`src/rtl/mem_bridge_pkg.sv`:
```
// mem_bridge_pkg: shared state encodings, access-type codes and default address map for the memory bridge.
package mem_bridge_pkg;
    typedef enum logic [1:0] {IDLE = 2'd0, WAIT = 2'd1, DONE = 2'd2} state_t;
    typedef enum logic [1:0] {MT_WORD = 2'b00, MT_HALF = 2'b01, MT_BYTE = 2'b11} mem_type_t;
    localparam int          TIMEOUT_DEF   = 16;
    localparam logic [31:0] DM_LIMIT_DEF  = 32'h0000_3000;
    localparam logic [31:0] DEV0_BASE_DEF = 32'h0000_7F00;
    localparam logic [31:0] DEV1_BASE_DEF = 32'h0000_7F10;
    localparam logic [31:0] DEV_SPAN      = 32'h0000_000B;
    function automatic logic in_slot(input logic [31:0] a, input logic [31:0] base);
        return (a >= base) && (a <= base + DEV_SPAN);
    endfunction
endpackage

```
`src/rtl/mem_bridge_ctrl_if.sv`:
```
// mem_bridge_ctrl_if: CPU, peripheral and interrupt signals of the memory bridge.
interface mem_bridge_ctrl_if;
    logic        MemReadM, MemWriteM;
    logic [1:0]  MemTypeM;
    logic [31:0] AddrM, WriteDataM;
    logic        DMWE;
    logic [3:0]  DevAddr;
    logic [31:0] DevWD;
    logic        DevReq0, DevReq1, DevWE;
    logic [31:0] DevRD0, DevRD1;
    logic        DevAck0, DevAck1, DevIRQ0, DevIRQ1;
    logic        StallM, MemorySelectM, BusErrM;
    logic [31:0] CPURDM;
    logic [5:0]  HWInt;
    modport master (
        input  MemReadM, MemWriteM, MemTypeM, AddrM, WriteDataM,
        input  DevRD0, DevRD1, DevAck0, DevAck1, DevIRQ0, DevIRQ1,
        output DMWE, DevAddr, DevWD, DevReq0, DevReq1, DevWE,
        output StallM, MemorySelectM, CPURDM, BusErrM, HWInt
    );
    modport slave (
        output MemReadM, MemWriteM, MemTypeM, AddrM, WriteDataM,
        output DevRD0, DevRD1, DevAck0, DevAck1, DevIRQ0, DevIRQ1,
        input  DMWE, DevAddr, DevWD, DevReq0, DevReq1, DevWE,
        input  StallM, MemorySelectM, CPURDM, BusErrM, HWInt
    );
endinterface

```
`src/rtl/mem_bridge_ctrl_irq_sync.sv`:
```
// irq_sync: two-flop synchroniser for one asynchronous interrupt level.
module irq_sync (
    input  logic clk,
    input  logic rst,
    input  logic d,
    output logic q
);
    logic [1:0] sync_q;
    always_ff @(posedge clk or posedge rst)
        if (rst) sync_q <= 2'b00;
        else     sync_q <= {sync_q[0], d};
    assign q = sync_q[1];
endmodule

```
`src/rtl/mem_bridge_ctrl.sv`:
```
// mem_bridge_ctrl: decodes M-stage accesses and sequences the variable-latency
// peripheral handshake, stalling the pipeline and flagging illegal or timed-out accesses.
module mem_bridge_ctrl
    import mem_bridge_pkg::*;
#(
    parameter int          TIMEOUT   = TIMEOUT_DEF,
    parameter logic [31:0] DM_LIMIT  = DM_LIMIT_DEF,
    parameter logic [31:0] DEV0_BASE = DEV0_BASE_DEF,
    parameter logic [31:0] DEV1_BASE = DEV1_BASE_DEF
) (
    input logic               clk,
    input logic               reset,
    mem_bridge_ctrl_if.master bus
);
    localparam int CW = $clog2(TIMEOUT) + 1;
    state_t      state_q, state_d;
    logic [1:0]  req_q, req_d;
    logic        we_q, we_d, err_q, err_d;
    logic [31:0] wd_q, wd_d, rd_q, rd_d;
    logic [CW-1:0] cnt_q, cnt_d;
    logic access, dm_hit, dev0, dev1, aligned, dev_ok, illegal;
    logic idle, wt, done, ack, tmo, irq0, irq1;
    assign access  = bus.MemReadM | bus.MemWriteM;
    assign dm_hit  = bus.AddrM < DM_LIMIT;
    assign dev0    = in_slot(bus.AddrM, DEV0_BASE);
    assign dev1    = in_slot(bus.AddrM, DEV1_BASE);
    assign aligned = (bus.MemTypeM == MT_WORD) && (bus.AddrM[1:0] == 2'b00);
    assign dev_ok  = access && (dev0 || dev1) && aligned;
    assign illegal = access && !dm_hit && !dev_ok;
    assign idle    = state_q == IDLE;
    assign wt      = state_q == WAIT;
    assign done    = state_q == DONE;
    // Only the slot that was actually requested can complete the transfer.
    assign ack     = (req_q[0] && bus.DevAck0) || (req_q[1] && bus.DevAck1);
    assign tmo     = cnt_q == CW'(TIMEOUT - 1);
    always_comb begin
        state_d = state_q;
        req_d   = req_q;
        we_d    = we_q;
        wd_d    = wd_q;
        rd_d    = rd_q;
        err_d   = 1'b0;
        cnt_d   = '0;
        if (idle && dev_ok) begin
            state_d = WAIT;
            req_d   = {dev1, dev0};
            we_d    = bus.MemWriteM;
            wd_d    = bus.WriteDataM;
        end else if (wt) begin
            cnt_d = cnt_q + CW'(1);
            if (ack) begin
                state_d = DONE;
                req_d   = 2'b00;
                rd_d    = we_q ? rd_q : (req_q[1] ? bus.DevRD1 : bus.DevRD0);
            end else if (tmo) begin
                state_d = DONE;
                req_d   = 2'b00;
                rd_d    = '0;
                err_d   = 1'b1;
            end
        end else if (done) begin
            state_d = IDLE;
        end
    end
    always_ff @(posedge clk or posedge reset)
        if (reset) begin
            state_q <= IDLE;
            req_q   <= 2'b00;
            we_q    <= 1'b0;
            wd_q    <= '0;
            rd_q    <= '0;
            err_q   <= 1'b0;
            cnt_q   <= '0;
        end else begin
            state_q <= state_d;
            req_q   <= req_d;
            we_q    <= we_d;
            wd_q    <= wd_d;
            rd_q    <= rd_d;
            err_q   <= err_d;
            cnt_q   <= cnt_d;
        end
    // Combinational outputs are gated by reset so they drop without a clock edge.
    assign bus.DMWE          = !reset && idle && dm_hit && bus.MemWriteM;
    assign bus.StallM        = !reset && (wt || (idle && dev_ok));
    assign bus.MemorySelectM = !reset && (!idle || dev_ok);
    assign bus.BusErrM       = !reset && ((idle && illegal) || (done && err_q));
    assign bus.DevAddr       = bus.AddrM[3:0];
    assign bus.DevWD         = wd_q;
    assign bus.DevReq0       = req_q[0];
    assign bus.DevReq1       = req_q[1];
    assign bus.DevWE         = we_q;
    assign bus.CPURDM        = rd_q;
    irq_sync u_irq0 (.clk(clk), .rst(reset), .d(bus.DevIRQ0), .q(irq0));
    irq_sync u_irq1 (.clk(clk), .rst(reset), .d(bus.DevIRQ1), .q(irq1));
    assign bus.HWInt = {4'b0000, irq1, irq0};
endmodule

```
`src/flat_wrapper.sv`:
```
// flat-port wrapper written by rule: the top's interface ports become plain ports
module mem_bridge_ctrl_flat import mem_bridge_pkg::*;
#(
    parameter int          TIMEOUT   = TIMEOUT_DEF,
    parameter logic [31:0] DM_LIMIT  = DM_LIMIT_DEF,
    parameter logic [31:0] DEV0_BASE = DEV0_BASE_DEF,
    parameter logic [31:0] DEV1_BASE = DEV1_BASE_DEF
)
  (clk, reset, bus_MemReadM, bus_MemWriteM, bus_MemTypeM, bus_AddrM, bus_WriteDataM, bus_DevRD0, bus_DevRD1, bus_DevAck0, bus_DevAck1, bus_DevIRQ0, bus_DevIRQ1, bus_DMWE, bus_DevAddr, bus_DevWD, bus_DevReq0, bus_DevReq1, bus_DevWE, bus_StallM, bus_MemorySelectM, bus_CPURDM, bus_BusErrM, bus_HWInt);
  mem_bridge_ctrl_if bus_i ();
  input logic clk;
  input logic reset;
  input wire logic [$bits(bus_i.MemReadM)-1:0] bus_MemReadM;
  input wire logic [$bits(bus_i.MemWriteM)-1:0] bus_MemWriteM;
  input wire logic [$bits(bus_i.MemTypeM)-1:0] bus_MemTypeM;
  input wire logic [$bits(bus_i.AddrM)-1:0] bus_AddrM;
  input wire logic [$bits(bus_i.WriteDataM)-1:0] bus_WriteDataM;
  input wire logic [$bits(bus_i.DevRD0)-1:0] bus_DevRD0;
  input wire logic [$bits(bus_i.DevRD1)-1:0] bus_DevRD1;
  input wire logic [$bits(bus_i.DevAck0)-1:0] bus_DevAck0;
  input wire logic [$bits(bus_i.DevAck1)-1:0] bus_DevAck1;
  input wire logic [$bits(bus_i.DevIRQ0)-1:0] bus_DevIRQ0;
  input wire logic [$bits(bus_i.DevIRQ1)-1:0] bus_DevIRQ1;
  output wire logic [$bits(bus_i.DMWE)-1:0] bus_DMWE;
  output wire logic [$bits(bus_i.DevAddr)-1:0] bus_DevAddr;
  output wire logic [$bits(bus_i.DevWD)-1:0] bus_DevWD;
  output wire logic [$bits(bus_i.DevReq0)-1:0] bus_DevReq0;
  output wire logic [$bits(bus_i.DevReq1)-1:0] bus_DevReq1;
  output wire logic [$bits(bus_i.DevWE)-1:0] bus_DevWE;
  output wire logic [$bits(bus_i.StallM)-1:0] bus_StallM;
  output wire logic [$bits(bus_i.MemorySelectM)-1:0] bus_MemorySelectM;
  output wire logic [$bits(bus_i.CPURDM)-1:0] bus_CPURDM;
  output wire logic [$bits(bus_i.BusErrM)-1:0] bus_BusErrM;
  output wire logic [$bits(bus_i.HWInt)-1:0] bus_HWInt;
  assign bus_i.MemReadM = bus_MemReadM;
  assign bus_i.MemWriteM = bus_MemWriteM;
  assign bus_i.MemTypeM = bus_MemTypeM;
  assign bus_i.AddrM = bus_AddrM;
  assign bus_i.WriteDataM = bus_WriteDataM;
  assign bus_i.DevRD0 = bus_DevRD0;
  assign bus_i.DevRD1 = bus_DevRD1;
  assign bus_i.DevAck0 = bus_DevAck0;
  assign bus_i.DevAck1 = bus_DevAck1;
  assign bus_i.DevIRQ0 = bus_DevIRQ0;
  assign bus_i.DevIRQ1 = bus_DevIRQ1;
  assign bus_DMWE = bus_i.DMWE;
  assign bus_DevAddr = bus_i.DevAddr;
  assign bus_DevWD = bus_i.DevWD;
  assign bus_DevReq0 = bus_i.DevReq0;
  assign bus_DevReq1 = bus_i.DevReq1;
  assign bus_DevWE = bus_i.DevWE;
  assign bus_StallM = bus_i.StallM;
  assign bus_MemorySelectM = bus_i.MemorySelectM;
  assign bus_CPURDM = bus_i.CPURDM;
  assign bus_BusErrM = bus_i.BusErrM;
  assign bus_HWInt = bus_i.HWInt;
  mem_bridge_ctrl #(.TIMEOUT(TIMEOUT), .DM_LIMIT(DM_LIMIT), .DEV0_BASE(DEV0_BASE), .DEV1_BASE(DEV1_BASE)) u_core (.clk(clk), .reset(reset), .bus(bus_i));
endmodule
```
`config.mk`:
```
export PLATFORM = sky130hd
export DESIGN_NAME = mem_bridge_ctrl_flat
export DESIGN_NICKNAME = d
export VERILOG_FILES = /design/src/rtl/mem_bridge_pkg.sv /design/src/rtl/mem_bridge_ctrl_if.sv /design/src/rtl/mem_bridge_ctrl_irq_sync.sv /design/src/rtl/mem_bridge_ctrl.sv /design/src/flat_wrapper.sv
export SDC_FILE = /design/constraint.sdc
export NUM_CORES = 1
export LEC_CHECK = 0
export CAP_MARGIN = 20
export CORE_AREA = 2 2 86 88
export CTS_BUF_LIST = sky130_fd_sc_hd__clkbuf_8
export DETAILED_ROUTE_END_ITERATION = 10
export DIE_AREA = 0 0 88 90
export DONT_BUFFER_PORTS = 1
export PLACE_DENSITY = 0.67
export SLEW_MARGIN = 15
export SYNTH_ARGS = -nofsm -noshare
export SYNTH_HDL_FRONTEND = slang
export SYNTH_HIERARCHICAL = 1
export SYNTH_SLANG_ARGS = --single-unit
export TNS_END_PERCENT = 5
```
`constraint.sdc`:
```
create_clock -name clk -period 3.75 [get_ports clk]
set_clock_uncertainty 0.1 [all_clocks]
set_input_delay 0.75 -clock clk [delete_from_list [all_inputs] [get_ports clk]]
set_output_delay 0.75 -clock clk [all_outputs]
set_load 0.01 [all_outputs]
```
Word level (Yosys, flattened, before mapping)
Cells that the tools add are included.
{"block": "word_totals", "reg_bits": 79, "inputBits": 138, "word_cells": 78}
{"block": "op_classes", "add_sub_neg": 1, "n_lt_le_gt_ge": 5, "eq_ne": 5, "muxes": 19, "bitwise": 2, "reduce_logical": 37}
{"cell": "2-to-1 mux 32 bit", "n": 4}
{"cell": "greater-or-equal comparator 32 x 15 -> 1 bit (second input constant)", "n": 2}
{"cell": "less-or-equal comparator 32 x 15 -> 1 bit (second input constant)", "n": 2}
{"cell": "< comparator 32 x 14 -> 1 bit (second input constant)", "n": 1}
{"cell": "logical AND 1 bit", "n": 18}
{"cell": "2-to-1 mux 2 bit", "n": 9}
{"cell": "2-to-1 mux 5 bit", "n": 2}
{"cell": "zero test 2 bit", "n": 3}
{"cell": "nonzero test 3 bit", "n": 2}
{"cell": "adder 5 x 1 -> 5 bit (second input constant)", "n": 1}
{"cell": "== test 5 x 4 -> 1 bit (second input constant)", "n": 1}
{"cell": "logical OR 1 bit", "n": 5}
{"cell": "zero test 1 bit", "n": 4}
{"cell": "2-to-1 mux 1 bit", "n": 4}
{"cell": "!= test 4 bit (second input constant)", "n": 1}
{"cell": "AND reduction 2 bit", "n": 2}
{"cell": "AND reduction 4 bit", "n": 1}
{"cell": "nonzero test 2 bit", "n": 2}
{"cell": "== test 2 x 1 -> 1 bit (second input constant)", "n": 1}
{"cell": "== test 2 bit (second input constant)", "n": 1}
{"cell": "!= test 2 bit (second input constant)", "n": 1}
{"cell": "NOT 1 bit", "n": 1}
{"cell": "OR 1 bit", "n": 1}

Depth between registers and ports, before layout
Gate-level depths: netlist of run 1.
{"block": "depth", "ltp_word": 10, "ltp_mapped": 8, "mapped_depth_nobuf": 7}

Cells and area by module
The synthesis of run 1 kept the hierarchy.
{"module": "mem_bridge_ctrl", "n_inst": 1, "cells_each": 265, "area_each_um2": 3479.6, "seq_area_each_um2": 1876.8}
{"module": "irq_sync", "n_inst": 2, "cells_each": 3, "area_each_um2": 53.8, "seq_area_each_um2": 50.0}

Worst setup path before layout of run 1
No wires, ideal clock.
{"block": "synth_path", "kind": "input to output", "start": "in reset", "end": "out bus_BusErrM", "arrival_ns": 2.717, "setup_slack_ns": 0.183, "stages": 2, "n_path_buf": 0, "cell_sequence": "inv_1 > a32o_1"}
{"block": "synth_via", "elab_chain_len": 2}
{"element": "from (decl)", "line": "flat_wrapper.sv:12", "rtl": "input logic reset;"}
{"element": "zero test 1 bit (no source line)"}
{"element": "logical AND 1 bit", "line": "mem_bridge_ctrl.sv:87", "rtl": "assign bus.BusErrM = !reset && ((idle && illegal) || (done && err_q));"}
{"element": "to (decl)", "line": "flat_wrapper.sv:33", "rtl": "output wire logic [$bits(bus_i.BusErrM)-1:0] bus_BusErrM;"}
Every way passes these cells.

Final worst setup path of run 1
{"block": "layout_path", "start": "in bus_AddrM[30]", "end": "out bus_MemorySelectM"}
{"block": "layout_via", "elab_chain_len": 7, "elab_cells_between_ends": 11}
{"element": "from (decl)", "line": "flat_wrapper.sv:16", "rtl": "input wire logic [$bits(bus_i.AddrM)-1:0] bus_AddrM;"}
{"element": "greater-or-equal comparator 32 x 15 -> 1 bit / less-or-equal comparator 32 x 15 -> 1 bit (equally long branches)", "line": "mem_bridge_pkg.sv:11", "rtl": "return (a >= base) && (a <= base + DEV_SPAN);"}
{"element": "logical AND 1 bit", "line": "mem_bridge_pkg.sv:11"}
{"element": "logical OR 1 bit *", "line": "mem_bridge_ctrl.sv:28", "rtl": "assign dev_ok = access && (dev0 || dev1) && aligned;"}
{"element": "logical AND 1 bit * (2 in a row)", "line": "mem_bridge_ctrl.sv:28"}
{"element": "logical OR 1 bit *", "line": "mem_bridge_ctrl.sv:86", "rtl": "assign bus.MemorySelectM = !reset && (!idle || dev_ok);"}
{"element": "logical AND 1 bit *", "line": "mem_bridge_ctrl.sv:86"}
{"element": "to (decl)", "line": "flat_wrapper.sv:31", "rtl": "output wire logic [$bits(bus_i.MemorySelectM)-1:0] bus_MemorySelectM;"}
Every way passes the cells marked *; elsewhere a longest branch is shown, timed or not.

==> results of run 1 <==
## cells in the mapped netlist, types with 2 or more instances
| cell type | n | area [sq um] |
|---|---|---|
| and3_1 | 4 | 25.02 |
| dfrtp_1 | 79 | 1977 |
| nor4_1 | 3 | 18.77 |
| o2bb2ai_1 | 32 | 280.3 |
| buf_2 | 6 | 30.03 |
| mux2i_1 | 34 | 340.3 |
| buf_6 | 3 | 33.78 |
| a21oi_1 | 4 | 20.02 |
| nand2_1 | 7 | 26.28 |
| buf_4 | 10 | 75.07 |
| nor4b_1 | 2 | 17.52 |
| mux2_2 | 34 | 382.9 |
| clkbuf_1 | 5 | 18.77 |
| o21ai_0 | 3 | 15.01 |
| nor2_1 | 6 | 22.52 |
| nand3_1 | 4 | 20.02 |
| ha_1 | 6 | 75.07 |
| nor3_1 | 2 | 10.01 |
| inv_1 | 8 | 30.03 |
| a211oi_1 | 2 | 15.01 |
| nor2b_1 | 2 | 12.51 |
| nor3b_1 | 2 | 15.01 |
## logic make-up (layout without fill, tap and decap cells)
kind of cell               count (synthesis)  after routing  share of synthesized area, %
buffers and inverters                     32             28                         5.232
other                                      1              4                        0.1045
adders and majority gates                  6              6                         2.093
AOI/OAI and AO/OA                         48             48                         11.27
muxes                                     68             68                         20.16
DFF                                       79             79                         55.11
xor gates and xnor gates                   2              2                        0.4884
and+or+nand+nor                           35             35                         5.546
## final cells by class
cell class              count  share of cell area, %
multi-input cells         163                  37.72
clock inverters             7                  2.361
inverters                   8                 0.7871
clock buffers               9                  3.247
flip-flops and latches     79                  51.85
well taps                  99                  3.247
repair buffers              4                 0.7871
## power by group
part / switching (W) / leakage [nW] / total [W] / internal (W)
clock network: 0.000296 / 0.104 / 0.000666 / 0.000370
logic: 0.0000263 / 0.521 / 0.0000380 / 0.0000117
registers: 0.00000146 / 1.09 / 0.000855 / 0.000853
total: 0.000324 / 1.72 / 0.00156 / 0.00124
## routing by layer
layer  vias to the layer above  track usage (%)  share of wire, %
met4                         0            6.795               1.4
met5                         -                0                 0
met3                        12            5.969                11
li1                        964                -                 -
met2                       127            26.52                45
met1                      1034            24.51                43
## final timing paths
kind | end | depth (start not counted)
hold reg to reg | u_core/u_irq0/sync_q[1] | 0
hold / removal | u_core/u_irq0/sync_q[0] | 1
max in group asynchronous | u_core/req_q[1] | 2
min in group clk | u_core/u_irq0/sync_q[1] | 0
setup / recovery | bus_MemorySelectM | 5
setup reg to reg | u_core/bus.CPURDM[6] | 5
## flip-flops by register name, indices dropped and copies added, names as in the netlist
| signal | count |
|---|---|
| u_core/bus.CPURDM | 32 |
| u_core/state_q | 2 |
| u_core/bus.DevWD | 32 |
| u_core/u_irq1/sync_q | 2 |
| u_core/req_q | 2 |
| u_core/bus.DevWE | 1 |
| u_core/u_irq0/sync_q | 2 |
| u_core/cnt_q | 5 |
| u_core/err_q | 1 |
## worst reg2reg max path, stage by stage (launching register included)
cell       delay, ps
dfrtp_1          410
inv_1            110
ha_1             230
o21ai_0          240
o211ai_4         770
o2bb2ai_1        220
## stage by stage
stage                      power, W  instance area [sq um]
after floorplan           0.0009119                   3598
after global placement    0.0009114                   3601
after detailed placement  0.0009117                   3601
after CTS                  0.001585                   3815
after global routing       0.001630                   3815
final                      0.001559                   3815
==> results.md, run 1 <==
- Status: finished clean
- Fin Hold WS: 44.62 ps
- Cells after DPL: 353
- Placer congestion estimate: 0.7799
- Vias: 2,137
- EDFF count, synth: 0
- Worst endpoint required time: 2900 ps
- Most used DFF post-synth: dfrtp_1
- Leak Pwr: 1.718 nW
- Slowest cell on the critical path: a21oi_1
- Die width: 88 um
- Wire per inst: 19.41 um
- Final ANT Viol Nets: 0
- First-pass GRT wire length: 11,120 um
- Post-CTS resize count: 0
- CP Class: in -> out
- Fin util: 54.34%
- Pre-CTS WS: 897.7 ps
- Slew Limit Fails: 0
- Headroom to the max-slew limit: 38.22%
- Syn_area_per_cell: 13.24 sq um
- F_max: 0.3575 GHz
- Netlist cell types: 35
- Yosys warnings: 6
- Reg-to-reg startpoint: u_core/state_q[0]
- Initial core utilization: 51.10%
- Cell family with most CP delay: simple AND/OR/NAND/NOR gates
- Starting DRT DRC Count: 100
- Area growth syn-to-layout: 6.348%
- Share of layout cells above drive strength 1: 21.48%
- Initial antenna violation count: 0
- Crit path cell chain: nor4_1 > nand3_1 > nor2_1 > nand3_1 > a21oi_1
- VDD IR max: 0.2761 mV
- Clk buf depth: 2
- Non-Filler Instances: 369
- Power per cell area: 408.7 mW/mm^2
- # diodes: 0
- Shortest period the worst path allows: 2797 ps
- Critical Path Source: bus_AddrM[30]
- Mapped Area: 0.003587 sq mm
- Clk_lat worst skew: 330 ps
- FF+latch count, synth: 79
- Port Buffer Count: 0
- Multi-input logic area: 0.001439 sq mm
- Setup TNS: 0 ps
- Max-Cap Viols: 0
- Num CTS Buffers: 9
- Post-CTS Setup Bufs: 0
- Final setup viols: 0
- CP Max Fanout: 5
- PnR worst setup slack: 953.1 ps
- Crit path launch type: input port
- Largest net degree at the start of global routing: 76
- Routed wire length: 7163 um
- GRT Overall Usage: 17.95%
- HP Class: in -> async
- Die area: 0.007920 sq mm
- CTS HTree Levels: 3
- CTS tree: yes
- Critical path endpoint category: output pin
- Most frequent cells in the layout: dfrtp_1, mux2_2, mux2i_1
- Number of global-route vias before repair: 2,196
- Mapped Cells: 271
- I/O pin cnt: 219
- Die Ht: 90 um
- Hold buffers post-CTS: 0
- Cell row count: 31
- Worst EP arrival: 1950 ps
- Most common cell after layout, fill and taps aside: dfrtp_1
- Most used cell, CP: nand3_1
- Clock transition at the registers of the reported paths: 80 ps
- Worst-Margin Slew: 926.8 ps
- Clock tree sinks: 79
- Fin crit share: 74.58%
- Final nets: 409
- Max incr delay on CP: 330 ps
- RSZ-0062 raised after global routing: no
- Register cell area after layout: 0.001978 sq mm
- R2R Setup Slk: 1580 ps
- Avg Vias per Cell: 5.791
- Root buf cell: clkbuf_8
- Core area: 0.007020 sq mm
- Crit path buffers/inverters: 0
- TritonRoute pass-1 iters: 6
- GRT Residual Overflow: 0
- Async S/R FF share, synth: 100.0%
- Residual DRC: 0
- Seq/Total Area, Yosys: 55.11%
- DP HPWL: 5191 um
- Final Hold Vio Count: 0
- Filler instances: 622
(Power assumes the default switching activity.)
==> inputs of run 2 (changes only) <==
==> constraint.sdc (replaced) <==
create_clock -name clk -period 2.8 [get_ports clk]
set_clock_uncertainty 0.1 [all_clocks]
set_input_delay 0.56 -clock clk [delete_from_list [all_inputs] [get_ports clk]]
set_output_delay 0.56 -clock clk [all_outputs]
set_load 0.01 [all_outputs]
==> results.md, run 2 (synthesized netlist as in run 1, its figures left out) <==
- Reg2Reg Capture Point: u_core/state_q[1]
- CP Class: reg -> out
- Root buf cell: clkbuf_8
- RSZ-0062 raised after global routing: no
- VDD IR max: 0.4056 mV
- Number of cells on the critical path: 5
- Net Sw Frac: 19.86%
- Avg Vias per Cell: 5.798
- Routed wire length: 7098 um
- F_max: 0.3998 GHz
- Clk buf depth: 2
- P_int: 0.001677 W
- Non-Filler Instances: 372
- Final Hold Vio Count: 0
- Num CTS Buffers: 9
- Wire per inst: 19.08 um
- Reg power frac: 54.7%
- Clock tree sinks: 79
- HP Class: in -> reg
- Multi-input logic area: 0.001439 sq mm
- Die width: 88 um
- Most common cell after layout, fill and taps aside: dfrtp_1
- Die area: 0.007920 sq mm
- Port Buffer Count: 0
- Hold path start: bus_DevIRQ0
- # diodes: 0
- Fin Hold WS: 142.3 ps
- Most frequent cells in the layout: dfrtp_1, mux2_2, mux2i_1
- Leak Pwr: 1.749 nW
- Register cell area after layout: 0.001978 sq mm
- Clock power frac: 42.8%
- Slew Limit Fails: 0
- Area growth syn-to-layout: 7.534%
- Hold EP: u_core/u_irq0/sync_q[0]
- Cell family with most CP delay: compound AO/OA/AOI/OAI gates
- Largest net degree at the start of global routing: 76
- Slowest cell on the critical path: dfrtp_1
- Final nets: 412
- Fin util: 54.95%
- Share of layout cells above drive strength 1: 21.98%
- Core area: 0.007020 sq mm
- Worst-Margin Slew: 911.8 ps
- Number of global-route vias before repair: 2,147
- Post-CTS Setup Bufs: 0
- CP Max Fanout: 4
- Hold Path Depth: 0
- CTS tree: yes
- Final ANT Viol Nets: 0
- Initial antenna violation count: 0
- Power per cell area: 542.5 mW/mm^2
- Cell row count: 31
- Crit path buffers/inverters: 1
- Reg2reg path depth: 7
- Max-Cap Viols: 0
- Clk_lat worst skew: 340 ps
- Shortest period the worst path allows: 2501 ps
- First-pass GRT wire length: 10,670 um
- Starting DRT DRC Count: 97
- Critical path endpoint category: output pin
- Die Ht: 90 um
- DP HPWL: 5255 um
- Reg-to-reg startpoint: u_core/cnt_q[0]
- CTS HTree Levels: 3
- Crit path launch type: flop
- Fin crit share: 89.34%
- R2R Setup Slk: 730 ps
- Residual DRC: 0
- Crit path cell chain: inv_1 > ha_1 > o21ai_0 > a211oi_1 > a32o_1
- Worst EP arrival: 1840 ps
- GRT Residual Overflow: 0
- Cells after DPL: 355
- Setup TNS: 0 ps
- I/O pin cnt: 219
- Status: finished clean
- Initial core utilization: 51.10%
- Combinational share of power: 2.5%
- Worst endpoint required time: 2140 ps
- Clock transition at the registers of the reported paths: 80 ps
- Max incr delay on CP: 400 ps
- Headroom to the max-slew limit: 39.22%
- Vias: 2,157
- NetSw: 0.0004155 W
- TritonRoute pass-1 iters: 4
- Placer congestion estimate: 0.7586
- Filler instances: 607
- GRT Overall Usage: 17.42%
- Final setup viols: 0
[run 2: cell types whose count changed in the layout (fill, tap and decap cells not counted)]
cell and delta:
clkbuf_8 +1, dlygate4sd3_1 +1, buf_12 +1, clkinv_2 +2, buf_4 +1, inv_2 -1
clkinvlp_4 -2
[run 2: cell type report]
type | count | area share, %
Timing Repair Buffer | 7 | 1.752
Clock buffer | 10 | 3.568
Sequential cell | 79 | 51.28
Inverter | 8 | 0.8758
Multi-Input combinational cell | 163 | 37.30
Clock inverter | 6 | 2.011
Tap cell | 99 | 3.211
[run 2: power groups by stage]
stage               clock network [W]  registers [W]   logic, W
floorplan                           0        0.00117  0.0000556
global placement                    0        0.00117  0.0000528
detailed placement                  0        0.00117  0.0000546
CTS                          0.000929        0.00114  0.0000552
global route                 0.000979        0.00114  0.0000622
finish                       0.000895        0.00114  0.0000529
[run 2: worst max-delay path by stage]
stage,start,end,slack [ps]
global placement,bus_AddrM[30],u_core/bus.CPURDM[0],440
finish,u_core/state_q[0],bus_BusErrM,300
floorplan,reset,bus_BusErrM,7
detailed placement,bus_AddrM[20],u_core/bus.CPURDM[18],420
CTS,u_core/state_q[0],bus_BusErrM,270
global route,u_core/state_q[1],bus_BusErrM,170
[run 2: repair_timing]
item | in CTS | in global routing
hold buffers | 1 | 0
hold endpoints to repair | 4 | 0
gates resized for setup | 0 | 0
[run 2: metal layers]
metal | GRT usage [%] | up-vias | part of all wire (%)
li1 | - | 978 | -
met1 | 23.38 | 1048 | 42
met3 | 5.877 | 10 | 11
met4 | 7.308 | 0 | 1.3
met5 | 0 | - | 0
met2 | 25.76 | 121 | 46
[run 2: metrics by stage]
| step | setup slack, ps | cell area (sq um) | total power [W] |
|---|---|---|---|
| global placement | 443.8 | 3632 | 0.001220 |
| CTS | 266.6 | 3857 | 0.002128 |
| detailed placement | 421.1 | 3632 | 0.001222 |
| finish | 298.6 | 3857 | 0.002093 |
| floorplan | 7.042 | 3602 | 0.001222 |
| global route | 171.0 | 3857 | 0.002186 |
==> inputs of run 3 (changes only) <==
--- a/config.mk
+++ b/config.mk
@@ -12,7 +12,7 @@
 export DIE_AREA = 0 0 88 90
 export DONT_BUFFER_PORTS = 1
 export PLACE_DENSITY = 0.67
-export SLEW_MARGIN = 15
+export SLEW_MARGIN = 20
 export SYNTH_ARGS = -nofsm -noshare
 export SYNTH_HDL_FRONTEND = slang
 export SYNTH_HIERARCHICAL = 1
==> results of run 3 <==
The final DEF is identical to that of run 2; final timing and power are the same.
